File: config.mk
export PLATFORM = sky130hd
export DESIGN_NAME = detect_double_clap_flat
export DESIGN_NICKNAME = d
export VERILOG_FILES = /design/src/rtl/detect_double_clap_if.sv /design/src/rtl/detect_double_clap.sv /design/src/flat_wrapper.sv
export SDC_FILE = /design/constraint.sdc
export NUM_CORES = 1
export LEC_CHECK = 0
export ABC_AREA = 1
export CAP_MARGIN = 20
export CORE_AREA = 2 2 89 57
export CTS_BUF_LIST = sky130_fd_sc_hd__clkbuf_8
export CTS_CLUSTER_DIAMETER = 120
export CTS_CLUSTER_SIZE = 12
export DETAILED_ROUTE_END_ITERATION = 16
export DIE_AREA = 0 0 91 59
export PLACE_DENSITY_LB_ADDON = 0.1
export SYNTH_ARGS = -nofsm -noshare
export SYNTH_HDL_FRONTEND = slang
export SYNTH_SLANG_ARGS = --single-unit
File: constraint.sdc
create_clock -name clock -period 4.7 [get_ports clock]
set_input_delay 0.94 -clock clock [delete_from_list [all_inputs] [get_ports clock]]
set_output_delay 0.94 -clock clock [all_outputs]
set_load 0.03 [all_outputs]
File: src/rtl/detect_double_clap_if.sv
// Energy-frame stream handshake between the audio energy stage and the
// double-clap detector.
interface detect_double_clap_if #(
  parameter int ENERGY_WIDTH = 32
);
  logic [ENERGY_WIDTH-1:0] energy_data;
  logic                    energy_valid;
  logic                    energy_ready;

  modport master (
    output energy_data,
    output energy_valid,
    input  energy_ready
  );

  modport slave (
    input  energy_data,
    input  energy_valid,
    output energy_ready
  );
endinterface

File: src/rtl/detect_double_clap.sv
// Double-clap detector: classifies energy frames with hysteresis thresholds,
// tracks clap / gap / clap timing in frames and toggles the light on success.
module detect_double_clap #(
  parameter int unsigned ENERGY_WIDTH   = 32,
  parameter int unsigned THRESHOLD_HIGH = 1000000,
  parameter int unsigned THRESHOLD_LOW  = 250000,
  parameter int unsigned MIN_GAP        = 2,
  parameter int unsigned MAX_GAP        = 40,
  parameter int unsigned MAX_CLAP_LEN   = 8,
  parameter int unsigned LOCKOUT_FRAMES = 16
) (
  input  logic                        clock,
  input  logic                        resetn,
  detect_double_clap_if.slave         energy,
  output logic                        light,
  output logic                        double_clap,
  output logic [2:0]                  clap_state
);

  typedef enum logic [2:0] {
    IDLE    = 3'd0,
    CLAP1   = 3'd1,
    GAP     = 3'd2,
    CLAP2   = 3'd3,
    LOCKOUT = 3'd4
  } state_e;

  localparam int unsigned CNT_MAX_A = (MAX_GAP > MAX_CLAP_LEN) ? MAX_GAP : MAX_CLAP_LEN;
  localparam int unsigned CNT_MAX   = (CNT_MAX_A > LOCKOUT_FRAMES) ? CNT_MAX_A : LOCKOUT_FRAMES;
  localparam int unsigned CNT_W     = $clog2(CNT_MAX + 1);

  localparam logic [ENERGY_WIDTH-1:0] TH_HIGH = ENERGY_WIDTH'(THRESHOLD_HIGH);
  localparam logic [ENERGY_WIDTH-1:0] TH_LOW  = ENERGY_WIDTH'(THRESHOLD_LOW);

  // n is one bit wider than the counter so cnt+1 can never wrap.
  localparam logic [CNT_W:0]   N_MIN_GAP  = (CNT_W+1)'(MIN_GAP);
  localparam logic [CNT_W:0]   N_MAX_GAP  = (CNT_W+1)'(MAX_GAP);
  localparam logic [CNT_W:0]   N_MAX_CLAP = (CNT_W+1)'(MAX_CLAP_LEN);
  localparam logic [CNT_W:0]   N_LOCK     = (CNT_W+1)'(LOCKOUT_FRAMES);
  localparam logic [CNT_W-1:0] CNT_LOCK   = CNT_W'(LOCKOUT_FRAMES);

  state_e                  state_q, state_d;
  logic [CNT_W-1:0]        frame_cnt_q, frame_cnt_d;
  logic [ENERGY_WIDTH-1:0] frame_buf_q;
  logic                    ready_q;
  logic                    eval_q;
  logic                    light_q, light_d;
  logic                    double_clap_q, double_clap_d;

  logic                    accept;
  logic                    is_high;
  logic                    is_low;
  logic [CNT_W:0]          n;

  assign accept = energy.energy_valid & ready_q;

  // Handshake and frame latch. Ready drops on the accept edge and comes back
  // on the evaluate edge, so it is a pure register with no path from valid.
  // NOTE: sequential state uses non-blocking assignments so every register
  // samples the pre-edge values regardless of statement order.
  always_ff @(posedge clock or negedge resetn) begin
    if (!resetn) begin
      ready_q     <= 1'b0;
      eval_q      <= 1'b0;
      frame_buf_q <= '0;
    end else begin
      ready_q <= ~accept;
      eval_q  <= accept;
      if (accept) begin
        frame_buf_q <= energy.energy_data;
      end
    end
  end

  always_ff @(posedge clock or negedge resetn) begin
    if (!resetn) begin
      state_q       <= IDLE;
      frame_cnt_q   <= '0;
      light_q       <= 1'b0;
      double_clap_q <= 1'b0;
    end else begin
      state_q       <= state_d;
      frame_cnt_q   <= frame_cnt_d;
      light_q       <= light_d;
      double_clap_q <= double_clap_d;
    end
  end

  assign is_high = (frame_buf_q >= TH_HIGH);
  assign is_low  = (frame_buf_q <  TH_LOW);
  assign n       = {1'b0, frame_cnt_q} + 1'b1;

  // NOTE: every output of this block gets a default first, so no path can
  // leave a variable unassigned and infer a latch.
  always_comb begin
    state_d       = state_q;
    frame_cnt_d   = frame_cnt_q;
    light_d       = light_q;
    double_clap_d = 1'b0;

    if (eval_q) begin
      unique case (state_q)
        IDLE: begin
          if (is_high) begin
            state_d     = CLAP1;
            frame_cnt_d = '0;
          end
        end

        CLAP1: begin
          if (is_low) begin
            state_d     = GAP;
            frame_cnt_d = '0;
          end else if (n == N_MAX_CLAP) begin
            state_d     = LOCKOUT;
            frame_cnt_d = '0;
          end else begin
            frame_cnt_d = n[CNT_W-1:0];
          end
        end

        GAP: begin
          if (is_high) begin
            state_d     = (n > N_MIN_GAP) ? CLAP2 : LOCKOUT;
            frame_cnt_d = '0;
          end else if (n == N_MAX_GAP) begin
            state_d     = IDLE;
            frame_cnt_d = '0;
          end else begin
            frame_cnt_d = n[CNT_W-1:0];
          end
        end

        CLAP2: begin
          if (is_low) begin
            state_d       = LOCKOUT;
            frame_cnt_d   = '0;
            light_d       = ~light_q;
            double_clap_d = 1'b1;
          end else if (n == N_MAX_CLAP) begin
            state_d     = LOCKOUT;
            frame_cnt_d = '0;
          end else begin
            frame_cnt_d = n[CNT_W-1:0];
          end
        end

        LOCKOUT: begin
          // Counter saturates so sustained noise can hold lockout forever.
          if (is_low && (n >= N_LOCK)) begin
            state_d     = IDLE;
            frame_cnt_d = '0;
          end else if (n >= N_LOCK) begin
            frame_cnt_d = CNT_LOCK;
          end else begin
            frame_cnt_d = n[CNT_W-1:0];
          end
        end

        default: begin
          state_d     = IDLE;
          frame_cnt_d = '0;
        end
      endcase
    end
  end

  assign energy.energy_ready = ready_q;
  assign light               = light_q;
  assign double_clap         = double_clap_q;
  assign clap_state          = state_q;

endmodule

File: src/flat_wrapper.sv
// flat-port wrapper written by rule: the top's interface ports become plain ports
module detect_double_clap_flat 
#(
  parameter int unsigned ENERGY_WIDTH   = 32,
  parameter int unsigned THRESHOLD_HIGH = 1000000,
  parameter int unsigned THRESHOLD_LOW  = 250000,
  parameter int unsigned MIN_GAP        = 2,
  parameter int unsigned MAX_GAP        = 40,
  parameter int unsigned MAX_CLAP_LEN   = 8,
  parameter int unsigned LOCKOUT_FRAMES = 16
)
  (clock, resetn, light, double_clap, clap_state, energy_energy_data, energy_energy_valid, energy_energy_ready);
  detect_double_clap_if #(.ENERGY_WIDTH(ENERGY_WIDTH)) energy_i ();
  input  logic clock;
  input  logic resetn;
  output logic light;
  output logic double_clap;
  output logic [2:0] clap_state;
  input wire logic [$bits(energy_i.energy_data)-1:0] energy_energy_data;
  input wire logic [$bits(energy_i.energy_valid)-1:0] energy_energy_valid;
  output wire logic [$bits(energy_i.energy_ready)-1:0] energy_energy_ready;
  assign energy_i.energy_data = energy_energy_data;
  assign energy_i.energy_valid = energy_energy_valid;
  assign energy_energy_ready = energy_i.energy_ready;
  detect_double_clap #(.ENERGY_WIDTH(ENERGY_WIDTH), .THRESHOLD_HIGH(THRESHOLD_HIGH), .THRESHOLD_LOW(THRESHOLD_LOW), .MIN_GAP(MIN_GAP), .MAX_GAP(MAX_GAP), .MAX_CLAP_LEN(MAX_CLAP_LEN), .LOCKOUT_FRAMES(LOCKOUT_FRAMES)) u_core (.clock(clock), .resetn(resetn), .energy(energy_i), .light(light), .double_clap(double_clap), .clap_state(clap_state));
endmodule
; ---- Word level (Yosys, flattened, before mapping)
; Index checks and enable logic that the tools add are counted.
[word_totals]
out_inout_bits = 6
regBits = 45
input_bits = 35
word_cells = 50
[classes]
n_lt_le_gt_ge = 4
n_bitwise = 3
n_reduce_logical = 6
muxes = 20
addsub = 1
eq_ne = 9
[ops]
columns = cell, count
row1 = $mux W6, 7
row2 = $ge A32 B20 Y1 const B, 1
row3 = $lt A32 B18 Y1 const B, 1
row4 = $mux W3, 8
row5 = $pmux W6 S4, 1
row6 = $pmux W3 S5, 1
row7 = $add A6 B1 Y7 const B, 1
row8 = $eq A7 B4 Y1 const B, 1
row9 = $eq A7 B6 Y1 const B, 1
row10 = $ge A7 B5 Y1 const B, 1
row11 = $gt A7 B2 Y1 const B, 1
row12 = $eq A3 B2 Y1 const B, 2
row13 = $ne A2 B1 Y1 const B, 2
row14 = $reduce_and A4 Y1, 1
row15 = $eq A3 B1 Y1 const B, 1
row16 = $eq A3 B3 Y1 const B, 1
row17 = $logic_not A3 Y1, 1
row18 = $mux W1, 3
row19 = $ne A3 B1 Y1 const B, 1
row20 = $reduce_and A3 Y1, 1
row21 = $not A1 Y1, 2
row22 = $reduce_and A2 Y1, 1
row23 = $reduce_or A2 Y1, 1
row24 = $and A1 B1 Y1, 1
row25 = $logic_and A1 B1 Y1, 1

; ---- Logic depth before layout (Yosys ltp)
; Gate-level depths: netlist of run 1.
[logic_depth]
depth_word = 5
depth_mapped = 14
ltp_nobuf = 14

; ---- Worst setup path before layout of run 1
; No wires, ideal clock.
[synth_timing]
path_kind = input-to-reg
start = in energy_energy_valid
end = reg u_core.frame_buf_q[10]
setup_time_ns = 0.131
stages = 5
path_slack_ns = 3.012
t_required_ns = 4.569
path_buffers = 1
arrival_ns = 1.557
cell_sequence = nand2_1 > clkinv_1 > clkbuf_1 > nand2_1 > o21ai_0
[synth_via]
elab_chain_cells = 1
[synth_lines]
columns = element, line_no
row1 = from (decl), flat_wrapper.sv:20  ; input wire logic [$bits(energy_i.energy_valid)-1:0] energy_energy_valid;
row2 = $and A1 B1 Y1, detect_double_clap.sv:55  ; assign accept = energy.energy_valid & ready_q;
row3 = to (signal assigned), detect_double_clap.sv:70  ; frame_buf_q <= energy.energy_data;
row4 = to (decl), detect_double_clap.sv:44  ; logic [ENERGY_WIDTH-1:0] frame_buf_q;
; No other way between the ends.
; A chain may end at the register's enable or synchronous reset.

; ---- Final worst setup path of run 1
[layout_timing]
start = in energy_energy_valid
end = reg u_core.frame_buf_q[9]
; Same word-level chain as after synthesis.

==> load_flow_metrics.sql, run 1 <==
INSERT INTO impl_metrics (metric_group, metric, value, unit) VALUES
('global_routing', 'pin_count_of_the_biggest_net_entering_global_routing', '42', ''),
('drt', 'num_vias', '1928', ''),
('worst_setup_path', 'timing.critical_path.depth', '6', ''),
('yosys', 'post_synth_main_area_contributors', 'sky130_fd_sc_hd__dfrtp_1, sky130_fd_sc_hd__nand2_1, sky130_fd_sc_hd__nand3_1', ''),
('yosys', 'synthesis.area', '2200', 'sq um'),
('clocking', 'clk_pin_slew', '0.08', 'ns'),
('yosys', 'yosysTopAreaCellShare', '46.6', '%'),
('floorplanning', 'floorplan.initialDensity', '49.3', '%'),
('worst_setup_path', 'endpoint', 'u_core.frame_buf_q[9]', ''),
('drt', 'drt_first_pass_iters', '4', ''),
('cells_and_area', 'fillCellCount', '439', ''),
('floorplanning', 'placeableCoreArea', '4470', 'sq um'),
('floorplanning', 'die_width', '91', 'um'),
('worst_setup_path', 'regToRegEndpoint', 'u_core.frame_buf_q[9]', ''),
('cells_and_area', 'layout.cells.most_common', 'sky130_fd_sc_hd__nand2_1', ''),
('worst_setup_path', 'timing.reg2reg.setup_slack', '2.77', 'ns'),
('yosys', 'netlist-cell-type-count', '30', ''),
('worst_setup_path', 'critical_path.n_buffers_inverters', '3', ''),
('yosys', 'synth_seq_area_share', '46.6', '%'),
('timing', 'final_max_slew_viol_count', '0', ''),
('global_routing', 'grt_first_pass_wirelength', '8100', 'um'),
('timing', 'fin_setup_tns', '0', 'ns'),
('drt', 'drt-initial-drc-count', '107', ''),
('place', 'gp_congestion', '0.831', ''),
('power_and_ir_drop', 'switching_power', '264', 'uW'),
('power_and_ir_drop', 'power_frac_seq', '49.2', '%'),
('place', 'hpwl', '3520', 'um'),
('worst_setup_path', 'r2r-start', 'u_core.energy.energy_ready', ''),
('cells_and_area', 'mostFrequentLayoutCells', 'sky130_fd_sc_hd__nand2_1, sky130_fd_sc_hd__dfrtp_1, sky130_fd_sc_hd__clkdlybuf4s50_1', ''),
('clocking', 'clockRootBuffer', 'sky130_fd_sc_hd__clkbuf_8', ''),
('worst_setup_path', 'required', '4.86', 'ns'),
('drt', 'wl_per_cell', '11.9', 'um'),
('floorplanning', 'dieHeight', '59', 'um'),
('worst_setup_path', 'worst_path_max_delay_cell', 'sky130_fd_sc_hd__nand2_1', ''),
('power_and_ir_drop', 'power_per_cell_area', '321', 'nW/um^2'),
('power_and_ir_drop', 'clock_power_share', '28.5', '%'),
('worst_setup_path', 'crit_arrival', '2.77', 'ns'),
('floorplanning', 'die_area', '5370', 'sq um'),
('timing', 'grt_setup_unrepaired', 'no', ''),
('clocking', 'ctsLongestPathBuffers', '2', ''),
('worst_setup_path', 'crit_path_max_incr_delay', '0.49', 'ns'),
('status', 'outcome', 'complete, no violations', ''),
('cells_and_area', 'multi_input_area', '1050', 'sq um'),
('clocking', 'holdBufCountCts', '0', ''),
('clocking', 'clock_latency', '0.28', 'ns'),
('worst_setup_path', 'critPathKind', 'in2reg', ''),
('clocking', 'clock_sinks', '41', ''),
('clocking', 'cts.repair_timing.setup_buffer_count', '0', ''),
('cells_and_area', 'layout-drive-gt1-share', '9.23', '%'),
('yosys', 'net_count_of_the_mapped_netlist', '334', ''),
('place', 'placement.io_buffers', '36', ''),
('job', 'max_cap_viol_count', '0', ''),
('clocking', 'post_cts_resized', '0', ''),
('drt', 'detail_route.wirelength', '4760', 'um'),
('power_and_ir_drop', 'power.leakage', '0.00133', 'uW'),
('timing', 'fin_crit_sh', '55.6', '%'),
('global_routing', 'first_global_vias', '1718', ''),
('cells_and_area', 'stdcell_count', '399', ''),
('cells_and_area', 'finish.net_count', '371', ''),
('clocking', 'tritoncts', 'yes', ''),
('clocking', 'htree_levels', '2', ''),
('timing', 'final-hold-violation-count', '0', ''),
('floorplanning', 'boundaryPins', '41', ''),
('clocking', 'numCtsBuffers', '5', ''),
('timing', 'tightest_slew', '0.881', 'ns'),
('yosys', 'yosys_warnings', '0', ''),
('yosys', 'synth.ff_latch_count', '41', ''),
('global_routing', 'grt.total_usage', '19.2', '%'),
('yosys', 'synthesis.instances', '298', ''),
('cells_and_area', 'syn2layout_area_growth', '23.4', '%'),
('timing', 'setup_violations', '0', '');
## layer usage
layer	vias up	wire [um]	GRT usage (%)
met2	49	1800	26.5
met5	-	0	0
met3	4	293	4.45
met1	855	2640	30.3
met4	0	34	4.76
li1	1020	-	-
## synth_stat cells (all sizes together)
library cell	n
a21boi	1
a21oi	7
a31oi	1
buf	2
clkbuf	5
clkinv	2
dfrtp	41
ha	1
inv	24
nand2	130
nand3	23
nand3b	1
nand4	8
nor2	24
nor3	6
o21ai	19
or2	1
xnor2	1
xor2	1
## area by class of cell
cell class / instances / area share [%]
well taps: 63 / 2.90
repair buffers: 37 / 13.4
inverters: 26 / 3.68
flip-flops and latches: 41 / 37.8
clock buffers: 7 / 3.55
clock inverters: 1 / 0.184
multi-input cells: 224 / 38.6
## how the worst min path moves through the flow
stage / start / cells after the start / end / slack, ns
5_1_grt: u_core.light / 1 / u_core.light / 0.49
6_report: u_core.light / 1 / u_core.light / 0.46
3_5_place_dp: u_core.light / 1 / u_core.light / 0.46
2_1_floorplan: u_core.frame_buf_q[16] / 2 / u_core.frame_buf_q[16] / 0.45
3_3_place_gp: u_core.light / 1 / u_core.light / 0.46
4_1_cts: u_core.light / 1 / u_core.light / 0.47
## power groups by stage
stage	Sequential, uW	Clock (uW)	Combinational [uW]
2_1_floorplan	434	0	120
3_3_place_gp	434	0	191
3_5_place_dp	434	0	192
4_1_cts	428	258	193
5_1_grt	434	270	220
6_report	429	248	195
## through the flow
step	hold WS [ns]	power, uW	setup slack (ns)	area (sq um)
2_1_floorplan	0.449	553	3.01	2200
3_3_place_gp	0.457	625	1.81	2620
3_5_place_dp	0.460	627	1.79	2620
4_1_cts	0.472	879	2.09	2720
5_1_grt	0.486	924	1.92	2720
6_report	0.463	871	2.09	2720
## state kept, by name, indices dropped and copies added (netlist names)
name,count
u_core.clap_state,3
u_core.double_clap,1
u_core.energy.energy_ready,1
u_core.eval_q,1
u_core.frame_buf_q,28
u_core.frame_cnt_q,6
u_core.light,1
## cells by family (layout without fill, tap and decap cells)
group	after synthesis	after routing	share of synthesized area (%)
xor+xnor	2	2	0.796
compound gates	28	28	6.70
flops	41	41	46.6
fa+ha+maj	1	1	0.568
buf+inv	33	71	5.80
simple gates	193	193	39.5
Note: power is estimated with default switching activity, not from simulation.
==> run 2: changes to the inputs <==
--- a/config.mk
+++ b/config.mk
@@ -7,12 +7,12 @@
 export LEC_CHECK = 0
 export ABC_AREA = 1
 export CAP_MARGIN = 20
-export CORE_AREA = 2 2 89 57
+export CORE_AREA = 2 2 90 57
 export CTS_BUF_LIST = sky130_fd_sc_hd__clkbuf_8
 export CTS_CLUSTER_DIAMETER = 120
 export CTS_CLUSTER_SIZE = 12
 export DETAILED_ROUTE_END_ITERATION = 16
-export DIE_AREA = 0 0 91 59
+export DIE_AREA = 0 0 92 59
 export PLACE_DENSITY_LB_ADDON = 0.1
 export SYNTH_ARGS = -nofsm -noshare
 export SYNTH_HDL_FRONTEND = slang
==> constraint.sdc (replaced) <==
create_clock -name clock -period 2.15 [get_ports clock]
set_input_delay 0.43 -clock clock [delete_from_list [all_inputs] [get_ports clock]]
set_output_delay 0.43 -clock clock [all_outputs]
set_load 0.03 [all_outputs]
==> load_flow_metrics.sql, run 2 (same netlist as run 1, synthesis figures left out) <==
INSERT INTO impl_metrics (metric_group, metric, value, unit) VALUES
('timing', 'tightest_slew', '0.505', 'ns'),
('cells_and_area', 'layout.cells.most_common', 'sky130_fd_sc_hd__nand2_1', ''),
('clocking', 'htree_levels', '2', ''),
('timing', 'setup_violations', '0', ''),
('worst_setup_path', 'crit_chain', 'clkdlybuf4s50_1', ''),
('clocking', 'ctsLongestPathBuffers', '2', ''),
('drt', 'drt_first_pass_iters', '4', ''),
('worst_setup_path', 'timing.critical_path.depth', '1', ''),
('floorplanning', 'die_width', '92', 'um'),
('global_routing', 'initial_antenna_violation_count', '0', ''),
('clocking', 'tritoncts', 'yes', ''),
('cells_and_area', 'syn2layout_area_growth', '25.0', '%'),
('cells_and_area', 'stdcell_count', '402', ''),
('clocking', 'cts.repair_timing.setup_buffer_count', '0', ''),
('hold_path', 'worst_min_delay_path_class', 'in2async', ''),
('global_routing', 'gr-total-overflow', '0', ''),
('worst_setup_path', 'crit_fanout', '8', ''),
('clocking', 'clock_latency', '0.29', 'ns'),
('worst_setup_path', 'end_kind', 'primary output', ''),
('place', 'placement.io_buffers', '36', ''),
('cells_and_area', 'layout-drive-gt1-share', '10.3', '%'),
('clocking', 'post_cts_resized', '0', ''),
('timing', 'fin_ws', '0.227', 'ns'),
('timing', 'timing.max_slew.rel_slack', '66.3', '%'),
('power_and_ir_drop', 'power_frac_seq', '49.9', '%'),
('power_and_ir_drop', 'power.leakage', '0.00134', 'uW'),
('clocking', 'holdBufCountCts', '0', ''),
('cells_and_area', 'multi_input_area', '1050', 'sq um'),
('power_and_ir_drop', 'pwr-share-comb', '23.0', '%'),
('floorplanning', 'placeableCoreArea', '4520', 'sq um'),
('worst_setup_path', 'critPathKind', 'reg2out', ''),
('timing', 'final_max_slew_viol_count', '0', ''),
('worst_setup_path', 'r2r-start', 'u_core.frame_cnt_q[0]', ''),
('clocking', 'numCtsBuffers', '5', ''),
('worst_setup_path', 'timing.reg2reg.worst_path_depth', '12', ''),
('place', 'dp_slack', '0.262', 'ns'),
('clocking', 'clk_pin_slew', '0.08', 'ns'),
('cells_and_area', 'seqCellArea', '1030', 'sq um'),
('drt', 'detail_route.wirelength', '4760', 'um'),
('clocking', 'clock_sinks', '41', ''),
('cells_and_area', 'registers.top_by_ff_count', 'u_core.frame_buf_q', ''),
('timing', 'final-hold-violation-count', '0', ''),
('global_routing', 'first_global_vias', '1832', ''),
('status', 'outcome', 'complete, no violations', ''),
('drt', 'drt-initial-drc-count', '154', ''),
('worst_setup_path', 'timing.reg2reg.setup_slack', '0.25', 'ns'),
('floorplanning', 'boundaryPins', '41', ''),
('worst_setup_path', 'worst_path_max_delay_cell', 'sky130_fd_sc_hd__clkdlybuf4s50_1', ''),
('global_routing', 'grt.total_usage', '19.5', '%'),
('drt', 'num_vias', '1945', ''),
('cells_and_area', 'finish.net_count', '375', ''),
('timing', 'fin_setup_tns', '0', 'ns'),
('place', 'hpwl', '3490', 'um'),
('cells_and_area', 'mostFrequentLayoutCells', 'sky130_fd_sc_hd__nand2_1, sky130_fd_sc_hd__dfrtp_1, sky130_fd_sc_hd__clkdlybuf4s50_1', ''),
('cells_and_area', 'num_antenna_cells', '0', ''),
('floorplanning', 'die_area', '5430', 'sq um'),
('power_and_ir_drop', 'power_per_cell_area', '683', 'nW/um^2'),
('place', 'gp_congestion', '0.857', ''),
('timing', 'clock.fmax', '0.520', 'GHz'),
('power_and_ir_drop', 'switching_power', '581', 'uW'),
('power_and_ir_drop', 'peakVddDrop', '0.000470', 'V'),
('power_and_ir_drop', 'intPower', '1300', 'uW'),
('global_routing', 'grt_first_pass_wirelength', '8310', 'um'),
('global_routing', 'pin_count_of_the_biggest_net_entering_global_routing', '42', ''),
('worst_setup_path', 'regToRegEndpoint', 'u_core.frame_cnt_q[0]', ''),
('worst_setup_path', 'cpLargestDelayFamily', 'buffers and inverters', ''),
('floorplanning', 'dieHeight', '59', 'um'),
('worst_setup_path', 'critical_path.n_buffers_inverters', '1', ''),
('timing', 'period_minus_slack', '1.92', 'ns'),
('job', 'max_cap_viol_count', '0', ''),
('place', 'number_of_placed_cells_counting_well_taps', '395', ''),
('cells_and_area', 'finish.utilization', '60.9', '%'),
('worst_setup_path', 'required', '1.72', 'ns'),
('timing', 'fin_crit_sh', '89.5', '%'),
('cells_and_area', 'largest_reg_flops', '28', ''),
('drt', 'antenna_violating_nets_post_route', '0', ''),
('floorplanning', 'num_rows', '19', ''),
('worst_setup_path', 'crit_arrival', '1.49', 'ns'),
('floorplanning', 'floorplan.initialDensity', '48.8', '%'),
('timing', 'finalClockSkew', '0.00455', 'ns'),
('drt', 'viasPerCell', '4.84', ''),
('timing', 'grt_setup_unrepaired', 'no', ''),
('worst_setup_path', 'worstSetupStartpointType', 'flop', ''),
('drt', 'drc', '0', ''),
('power_and_ir_drop', 'clock_power_share', '27.1', '%'),
('clocking', 'clockRootBuffer', 'sky130_fd_sc_hd__clkbuf_8', ''),
('worst_setup_path', 'crit_path_max_incr_delay', '0.72', 'ns'),
('power_and_ir_drop', 'p_sw_share', '30.9', '%'),
('cells_and_area', 'fillCellCount', '424', ''),
('drt', 'wl_per_cell', '11.8', 'um');
run 2: worst max-delay path by stage:
stage                           start               endpoint  slack, ns
6_report         u_core.clap_state[1]          clap_state[1]       0.23
3_5_place_dp   u_core.frame_buf_q[26]  u_core.frame_cnt_q[4]       0.26
4_1_cts          u_core.clap_state[1]          clap_state[1]       0.23
2_1_floorplan   u_core.frame_cnt_q[0]   u_core.clap_state[0]       0.49
3_3_place_gp    u_core.frame_cnt_q[0]  u_core.frame_cnt_q[0]       0.27
5_1_grt        u_core.frame_buf_q[31]  u_core.frame_cnt_q[4]       0.06
run 2: layer usage:
metal,part of all wire (%),up-vias,global-route usage [%]
met3,5.8,0,5.09
li1,-,1026,-
met5,0,-,0
met4,0,0,3.41
met1,56,867,29.5
met2,38,52,28.8
run 2: final cells by class:
| cell class | count | share of cell area [%] |
|---|---|---|
| well taps | 63 | 2.86 |
| multi-input cells | 224 | 38.1 |
| clock inverters | 1 | 0.273 |
| inverters | 26 | 3.77 |
| clock buffers | 6 | 3.00 |
| flip-flops and latches | 41 | 37.3 |
| repair buffers | 41 | 14.7 |
run 2: per-stage QoR:
| step | hold WS, ns | cell area (sq um) | total power [uW] |
|---|---|---|---|
| after floorplan | 0.134 | 2200 | 1210 |
| after global placement | 0.455 | 2660 | 1370 |
| after detailed placement | 0.461 | 2660 | 1380 |
| after CTS | 0.215 | 2750 | 1890 |
| after global routing | 0.236 | 2750 | 2010 |
| final | 0.198 | 2750 | 1880 |
run 2: power groups by stage:
stage          Combinational, uW  Clock (uW)  Sequential [uW]
2_1_floorplan                262           0              948
3_3_place_gp                 423           0              949
3_5_place_dp                 427           0              951
4_1_cts                      431         523              938
5_1_grt                      493         567              952
6_report                     432         510              938
==> run 3: changes to the inputs <==
--- a/config.mk
+++ b/config.mk
@@ -9,7 +9,7 @@
 export CAP_MARGIN = 20
 export CORE_AREA = 2 2 90 57
 export CTS_BUF_LIST = sky130_fd_sc_hd__clkbuf_8
-export CTS_CLUSTER_DIAMETER = 120
+export CTS_CLUSTER_DIAMETER = 200
 export CTS_CLUSTER_SIZE = 12
 export DETAILED_ROUTE_END_ITERATION = 16
 export DIE_AREA = 0 0 92 59
==> results of run 3 <==
No change in the layout: final DEF, timing and power equal those of run 2.
==> variant (flow settings as in run 1) <==
`ENERGY_WIDTH` is set to 32 in 3 places; all go to 28.
--- a/src/rtl/detect_double_clap_if.sv
+++ b/src/rtl/detect_double_clap_if.sv
@@ -1,7 +1,7 @@
 // Energy-frame stream handshake between the audio energy stage and the
 // double-clap detector.
 interface detect_double_clap_if #(
-  parameter int ENERGY_WIDTH = 32
+  parameter int ENERGY_WIDTH = 28
 );
   logic [ENERGY_WIDTH-1:0] energy_data;
   logic                    energy_valid;
--- a/src/rtl/detect_double_clap.sv
+++ b/src/rtl/detect_double_clap.sv
@@ -1,7 +1,7 @@
 // Double-clap detector: classifies energy frames with hysteresis thresholds,
 // tracks clap / gap / clap timing in frames and toggles the light on success.
 module detect_double_clap #(
-  parameter int unsigned ENERGY_WIDTH   = 32,
+  parameter int unsigned ENERGY_WIDTH   = 28,
   parameter int unsigned THRESHOLD_HIGH = 1000000,
   parameter int unsigned THRESHOLD_LOW  = 250000,
   parameter int unsigned MIN_GAP        = 2,
--- a/src/flat_wrapper.sv
+++ b/src/flat_wrapper.sv
@@ -1,7 +1,7 @@
 // flat-port wrapper written by rule: the top's interface ports become plain ports
 module detect_double_clap_flat 
 #(
-  parameter int unsigned ENERGY_WIDTH   = 32,
+  parameter int unsigned ENERGY_WIDTH   = 28,
   parameter int unsigned THRESHOLD_HIGH = 1000000,
   parameter int unsigned THRESHOLD_LOW  = 250000,
   parameter int unsigned MIN_GAP        = 2,
Interface: changed (resized energy_energy_data); port bits go from 41 to 37. No check against the original RTL was run, so the function may have changed too.
==> variant against run 1 <==
Cell area is 6.7% lower. Sequential share of layout area down 1.2 points. Worst setup slack better by 0.20 ns. Register-to-register slack improved by 0.16 ns. Wire length fell by 7.2%. Global-route usage about the same. Power increased by 7.4%. First-iteration DRC count rose by 4.7%. Critical path type is now flip-flop to output port. Area after synthesis fell by 5.6%. Count of clock-buffer cells in the layout fell by 1. Sequential cell count decreased by 4. Clock skew grew 0.0083 ns. Core utilization shrank 4.1 points.
==> variant: results (changes against run 1) <==
- Overall Power: 0.936 mW (was 0.871 mW)
- Vias: 1832 (was 1928)
- Finished Layout Cells: 381 (was 399)
- Status: completed (unchanged)
- Leak Pwr: 1.24 nW (was 1.33 nW)
- Clock Skews: 0.0101 ns (was 0.00183 ns)
- Worst vdd ir: 0.139 mV (was 0.167 mV)
- Worst Max-Slew Pin Slew: 0.807 ns (was 0.881 ns)
- Reg with most FFs: u_core.frame_buf_q (unchanged)
- Clk_lat worst skew: 0.30 ns (was 0.28 ns)
- Post_cts resized: 0 (unchanged)
- Synth warn: 0 (unchanged)
- Async SR Flop Fraction: 100% (unchanged)
- Starting DRT DRC Count: 112 (was 107)
- WL/cell: 11.6 um (was 11.9 um)
- Nets: 349 (was 371)
- # placed instances: 373 (was 391)
- CTS clk-pin slew, worst paths: 0.08 ns (about the same)
- Synth cell count leaders: 119 x nand2_1, 37 x dfrtp_1, 29 x nand3_1, 24 x inv_1, 15 x nor2_1 (was 121 x nand2_1, 41 x dfrtp_1, 22 x inv_1, 21 x nand3_1, 19 x nor2_1)
- Hold Vio Cnt, Final: 0 (unchanged)
- Hold Crit Class: flip-flop to flip-flop (unchanged)
- Crit Path Max Fanout: 6 (was 31)
- Register area share after synthesis: 44.5% (was 46.6%)
- Filler Cell Count: 440 (was 439)
- CP delay by family, top: buffers and inverters (unchanged)
- Syn_nets: 317 (was 334)
- Pin count of the biggest net entering global routing: 38 (was 42)
- Ranking of synthesized cells by area: dfrtp_1 45%, nand2_1 21%, nand3_1 7.0% (was dfrtp_1 47%, nand2_1 21%, nand3_1 4.8%)
- Clock Tree Root: clkbuf_8 (unchanged)
- Clock buffer count from CTS: 5 (unchanged)
- Maximum clock insertion buffer count: 2 (unchanged)
- Ant. Diodes: 0 (unchanged)
- Initial antenna violation count: 0 (unchanged)
- CP max stage delay: 0.73 ns (was 0.49 ns)
- Post-CTS setup buffer count: 0 (unchanged)
- Final setup fails: 0 (unchanged)
- Final HPWL from detailed placement: 3210 um (was 3520 um)
- Unique cell type count in the Yosys netlist: 27 (was 30)
- Via count of the first global-routing pass: 1718 (unchanged)
- Total track usage: 19.2% (about the same)
- Share of cells above drive strength 1: 11.6% (was 9.23%)
- Syn avg cell area: 7.30 um^2 (was 7.39 um^2)
- Routability congestion estimate: 0.827 (was 0.831)
- First-pass GRT wire length: 8070 um (was 8100 um)
- PortBufs: 32 (was 36)
- Crit path DAT: 1.47 ns (was 2.77 ns)
- Worst slack at placement: 2.08 ns (was 1.79 ns)
- Largest register FFs: 24 (was 28)
- Pre-antenna DRT Iters: 4 (unchanged)
- Critical-path top delay cell: clkdlybuf4s50_1 (was nand2_1)
- H-tree levels: 2 (unchanged)
-- variant: cell count changes in the layout (fill, tap and decap cells not counted), sizes merged, moves of 2 or more --
cell	run 1	this run
a21oi	7	2
clkdlybuf4s50	35	31
dfrtp	41	37
inv	24	26
nand2	130	128
nand3	23	33
nor3	6	2
o21ai	19	13
-- variant: per-stage QoR --
step,utilization [%],cell area [um^2]
final,56.7,2540
after global routing,56.7,2540
after CTS,56.7,2540
after detailed placement,54.6,2440
after global placement,54.6,2440
after floorplan,-,2080
-- variant: cells by family after synthesis --
| logic type | synth area share, % |
|---|---|
| simple gates | 43.1 |
| flops | 44.5 |
| buf+inv | 6.62 |
| compound gates | 4.69 |
| xor+xnor | 0.421 |
| fa+ha+maj | 0.602 |
-- variant: worst register-to-register path: stages, from the launching register on --
cell	delay, ns
dfrtp_1	0.42
ha_1	0.23
nand2_2	0.13
clkinv_1	0.12
nor2_1	0.21
a21oi_1	0.07
nand2_1	0.08
nor2_2	0.05
nor2_1	0.10
nand2_1	0.09
nand3_1	0.10
nand2_1	0.05
nand2_1	0.05
-- variant: power by group --
group	total, mW	switching (mW)	internal (mW)
Clock	0.239	0.121	0.119
Sequential	0.409	0.0436	0.365
Combinational	0.288	0.178	0.110
Total	0.936	0.342	0.594
-- variant: path summary, 6_finish.rpt --
check	from	end	slack (ns)	depth (start not counted)
min in group asynchronous	resetn	u_core.frame_buf_q[23]	0.73	1
hold reg to reg	u_core.light	u_core.light	0.48	1
setup reg to reg	u_core.frame_cnt_q[0]	u_core.clap_state[0]	2.93	12
hold / removal	u_core.light	u_core.light	0.48	1
setup / recovery	u_core.clap_state[2]	clap_state[2]	2.29	1
max in group asynchronous	resetn	u_core.frame_cnt_q[4]	3.45	1
-- variant: cell type report --
class	instances	area share, %
multi-input combinational	214	40.1
sequential	37	36.5
timing repair buffer	32	12.4
inverter	27	4.09
clock buffer	6	3.26
tap	63	3.11
clock inverter	2	0.543
-- variant: layer usage --
metal	vias to the layer above	part of all wire [%]	wire (um)	track usage (%)
met5	-	0	0	0
met4	0	0.41	18	6.93
met3	2	8.2	363	5.22
met2	59	38	1680	26.1
met1	811	53	2350	29.2
li1	960	-	-	-
